<file path="src/rtl/adder_col_ctrl.sv">
// adder_col_ctrl: sequences beats into an adder column, then captures and hands off the group sum; ADDER_COL_CTRL_ERR_EN enables the beat-overrun guard
module adder_col_ctrl #(
    parameter int DATA_WIDTH = 8,
    parameter int NUM_ROWS   = 4,
    parameter int MAX_BEATS  = 16,
    parameter int ADD_LAT    = 1
) (
    input  logic                           clk,
    input  logic                           rst,
    input  logic                           in_valid,
    output logic                           in_ready,
    input  logic [NUM_ROWS*DATA_WIDTH-1:0] in_data,
    input  logic [NUM_ROWS-1:0]            in_mask,
    input  logic                           in_last,
    output logic [NUM_ROWS*DATA_WIDTH-1:0] col_data_in,
    output logic [NUM_ROWS-1:0]            adder_en,
    output logic [NUM_ROWS-1:0]            visible,
    input  logic [NUM_ROWS*DATA_WIDTH-1:0] result,
    output logic                           out_valid,
    input  logic                           out_ready,
    output logic [NUM_ROWS*DATA_WIDTH-1:0] out_data,
    output logic                           err
);
    localparam int TW = ADD_LAT < 1 ? 1 : $clog2(ADD_LAT + 1);

    typedef enum logic [1:0] {IDLE, ACCUM, DRAIN, OUT} state_t;

    state_t        state, state_nx;
    logic          xfer, overrun, close, drain_done;
    logic [TW-1:0] dcnt;

    assign in_ready   = state == IDLE || state == ACCUM;
    assign out_valid  = state == OUT;
    assign xfer       = in_valid && in_ready;
    assign close      = xfer && (in_last || overrun);
    assign drain_done = state == DRAIN && dcnt == TW'(ADD_LAT);

`ifdef ADDER_COL_CTRL_ERR_EN
    localparam int CW = $clog2(MAX_BEATS + 1);

    logic [CW-1:0] cnt;

    assign overrun = xfer && !in_last && cnt == CW'(MAX_BEATS - 1);

    // beat counter restarts whenever the controller heads back to IDLE
    always_ff @(posedge clk) begin
        if (rst || (state == OUT && out_ready))
            cnt <= '0;
        else if (xfer)
            cnt <= cnt + 1'b1;
    end

    // overrun flag stays set until reset
    always_ff @(posedge clk) begin
        if (rst)
            err <= 1'b0;
        else if (overrun)
            err <= 1'b1;
    end
`else
    assign overrun = 1'b0;
    assign err     = 1'b0;
`endif

    // next-state selection
    always_comb begin
        state_nx = state;
        if (state == IDLE || state == ACCUM)
            state_nx = close ? DRAIN : xfer ? ACCUM : state;
        else if (state == DRAIN)
            state_nx = drain_done ? OUT : DRAIN;
        else
            state_nx = out_ready ? IDLE : OUT;
    end

    // state, column drive, drain timer and result capture
    always_ff @(posedge clk) begin
        if (rst) begin
            state       <= IDLE;
            dcnt        <= '0;
            col_data_in <= '0;
            adder_en    <= '0;
            visible     <= '0;
            out_data    <= '0;
        end else begin
            state       <= state_nx;
            col_data_in <= xfer ? in_data : '0;
            visible     <= xfer ? in_mask : '0;
            adder_en    <= {NUM_ROWS{xfer && state == ACCUM}};
            dcnt        <= state == DRAIN && !drain_done ? dcnt + 1'b1 : '0;
            if (drain_done)
                out_data <= result;
        end
    end
endmodule

</file>
<file path="config.mk">
export PLATFORM = sky130hd
export DESIGN_NAME = adder_col_ctrl
export DESIGN_NICKNAME = d
export VERILOG_FILES = /design/src/rtl/adder_col_ctrl.sv
export SDC_FILE = /design/constraint.sdc
export NUM_CORES = 1
export LEC_CHECK = 0
export CAP_MARGIN = 20
export CORE_ASPECT_RATIO = 1.25
export CORE_MARGIN = 8
export CORE_UTILIZATION = 36
export CTS_CLUSTER_DIAMETER = 120
export CTS_CLUSTER_SIZE = 40
export DETAILED_ROUTE_END_ITERATION = 7
export PLACE_DENSITY = 0.83
export SYNTH_ARGS = -nofsm -noshare
export SYNTH_HDL_FRONTEND = slang
export SYNTH_SLANG_ARGS = --single-unit
</file>
<file path="constraint.sdc">
create_clock -name clk -period 1.41 [get_ports clk]
set_clock_uncertainty 0.1 [all_clocks]
set_input_delay 0.282 -clock clk [delete_from_list [all_inputs] [get_ports clk]]
set_output_delay 0.282 -clock clk [all_outputs]
set_load 0.005 [all_outputs]
</file>
==> impl_metrics.toml <==
[run_status]
status = "finished, final reports clean"

[logic_synthesis]
synth_largest_area_cell = "dfxtp_1"
synth_warnings = 0
synth.area.top_cells = "dfxtp_1, nand2_1, and2_1"
syn_area_per_cell_um2 = 9.73
seq_area_frac_synth_pct = 62.3
synth_area_um2 = 2310
ys_types = 18
synth_nets = 311
synth_top_cell_area_share_pct = 62.3
ys_ff_latch = 72
syn_inst = 238

[global_routing]
use_met3_pct = 8.39
grt_pass1_wl_um = 10600
first_global_vias = 2215
grtUsageTotal_pct = 14.8
grt_max_degree = 20
use_met2_pct = 25.8
overflow = 0
busiest_layer = "met2"
met1_usage_pct = 13.7
antenna_found_initial = 0

[floorplanning]
die_w_um = 87.7
design.core.area_um2 = 6210
start_util_pct = 37.3
ioPinCount = 148
rows = 32
dieArea_um2 = 9270
die_y_um = 106

[sta]
rsz0062_at_grt = "false"
tns_ps = 0
setup_viol = 0
hold_viol = 0
min_period_ps = 1340
worst_slack_ps = 72.2
fmax_ghz = 0.748
slew_violations = 0
fin_hold_ws_ps = 352
period_share_pct = 94.9

[layout]
drive_above_1_share_pct = 10.1
final_cell_mix = "clkdlybuf4s50_1, dlygate4sd2_1, dfxtp_1"
finalNetCount = 464
antenna_cells = 0
final_common_cell = "clkdlybuf4s50_1"
finish.utilization_pct = 63.5
syn2layout_area_growth_pct = 70.4
fin_area_um2 = 3940

[cts]
cts_tree = "done"
clockRootBuffer = "clkbuf_8"
ctsHoldBuffers = 0
clk_pin_slew_ps = 70
clkLatencyLatePin_ps = 320
clock-sinks = 72
htree_num_levels = 3
cts_buffers = 9
ctsLongestPathBuffers = 2

[place]
pre_cts_ws_ps = -184
placed_area_um2 = 3860
numPortBuffers = 146
place_hpwl_um = 5480
gp_congestion = 0.719

[worst_hold_path]
hold_class = "reg2reg"

[drt]
drtIter0Drc = 72
routedWlPerCell_um = 14.1
via_per_inst = 4.36
ant_nets = 0
firstDrtPassIters = 4
drc = 0
drt_wl_total_um = 6790
num_vias = 2098

[pwr]
switchingPower_uw = 854
combPwrFrac_pct = 10.6
p_per_area_nw_per_um2 = 979
power.internal_mw = 3.01
pwr-share-seq_pct = 54.5
clock_power_share_pct = 34.9
ir_drop_mv = 0.880
leakage_nw = 1.80
netSwitchingFraction_pct = 22.1

[worst_setup_path]
start_kind = "flop"
path_max_fanout = 4
path_buf_inv = 2
slowest_stage = "dfxtp_2"
end_kind = "output pin"
arrival_ps = 960
max_stage_delay_ps = 340
path_cells = "inv_1 -> clkdlybuf4s15_1"
critPathKind = "reg2out"
crit_required_ps = 1030
crit_family = "flip-flops"

[job]
drv_cap = 0
==> synthesized netlist by cell type <==
master    count
clkbuf_1      3
and2_1       38
nand3b_1      1
nand2_1      66
nor4_1        1
clkbuf_2      3
buf_6         3
inv_1         1
dfxtp_1      72
conb_1        1
buf_2         5
and3b_1       1
nor3b_4       1
a21oi_1      28
a311oi_1      1
o211ai_1      2
buf_4         5
a21oi_2       6
==> state kept, by name, summed over array words and instances, names as in the netlist <==
signal / count
out_data: 32
state: 2
col_data_in: 32
visible: 4
dcnt: 1
adder_en: 1
==> power groups by stage <==
stage	Clock, mW	Sequential [mW]	Combinational [mW]
after floorplan	0	2.16	0.0971
final	1.35	2.10	0.408
after detailed placement	0	2.15	0.447
after global routing	1.49	2.11	0.446
after global placement	0	2.15	0.438
after CTS	1.41	2.11	0.417
==> worst min-delay path, delay by kind of cell, from the launching register on <==
family | cells | cell delay [ps]
AOI/OAI and AO/OA | 1 | 50
and+or+nand+nor | 1 | 50
DFF | 1 | 310
==> per-stage QoR <==
| stage | std cells | power [mW] |
|---|---|---|
| global route | 481 | 4.05 |
| CTS | 481 | 3.93 |
| floorplan | 238 | 2.26 |
| global placement | 463 | 2.59 |
| detailed placement | 463 | 2.60 |
| finish | 481 | 3.86 |
==> path summary, 6_finish.rpt <==
| kind | startpoint | end | slack [ps] | cells after the start |
|---|---|---|---|---|
| worst min register to register | out_data[9] | out_data[9] | 350 | 2 |
| worst max register to register | state[0] | out_data[0] | 130 | 5 |
| worst min-delay path | out_data[9] | out_data[9] | 350 | 2 |
| worst max-delay path | state[1] | in_ready | 70 | 2 |
==> per-layer routing <==
metal,up-vias,part of all wire [%]
li1,1051,-
met1,940,36
met2,96,51
met3,11,12
met4,0,1.6
met5,-,0
==> layout make-up <==
type	count	area, um2
clock buffer	11	131
clock inverter	5	33.8
fill	557	2260
inverter	1	3.75
multi-input combinational	146	747
sequential	72	1440
tap	85	106
timing repair buffer	161	1480
==> cell families (layout without fill, tap and decap cells) <==
kind of cell,count (synthesis),count (layout),share of synthesized area (%)
AOI/OAI and AO/OA,37,37,9.35
buffers and inverters,20,178,5.46
DFF,72,72,62.3
and+or+nand+nor,108,108,22.8
other,1,1,0.162
==> repair_timing <==
item,in CTS,in global routing
gates cloned,0,0
setup buffers,2,0
resized for setup,79,1
endpoints found under the setup margin,74,1
(Power assumes the default switching activity.)
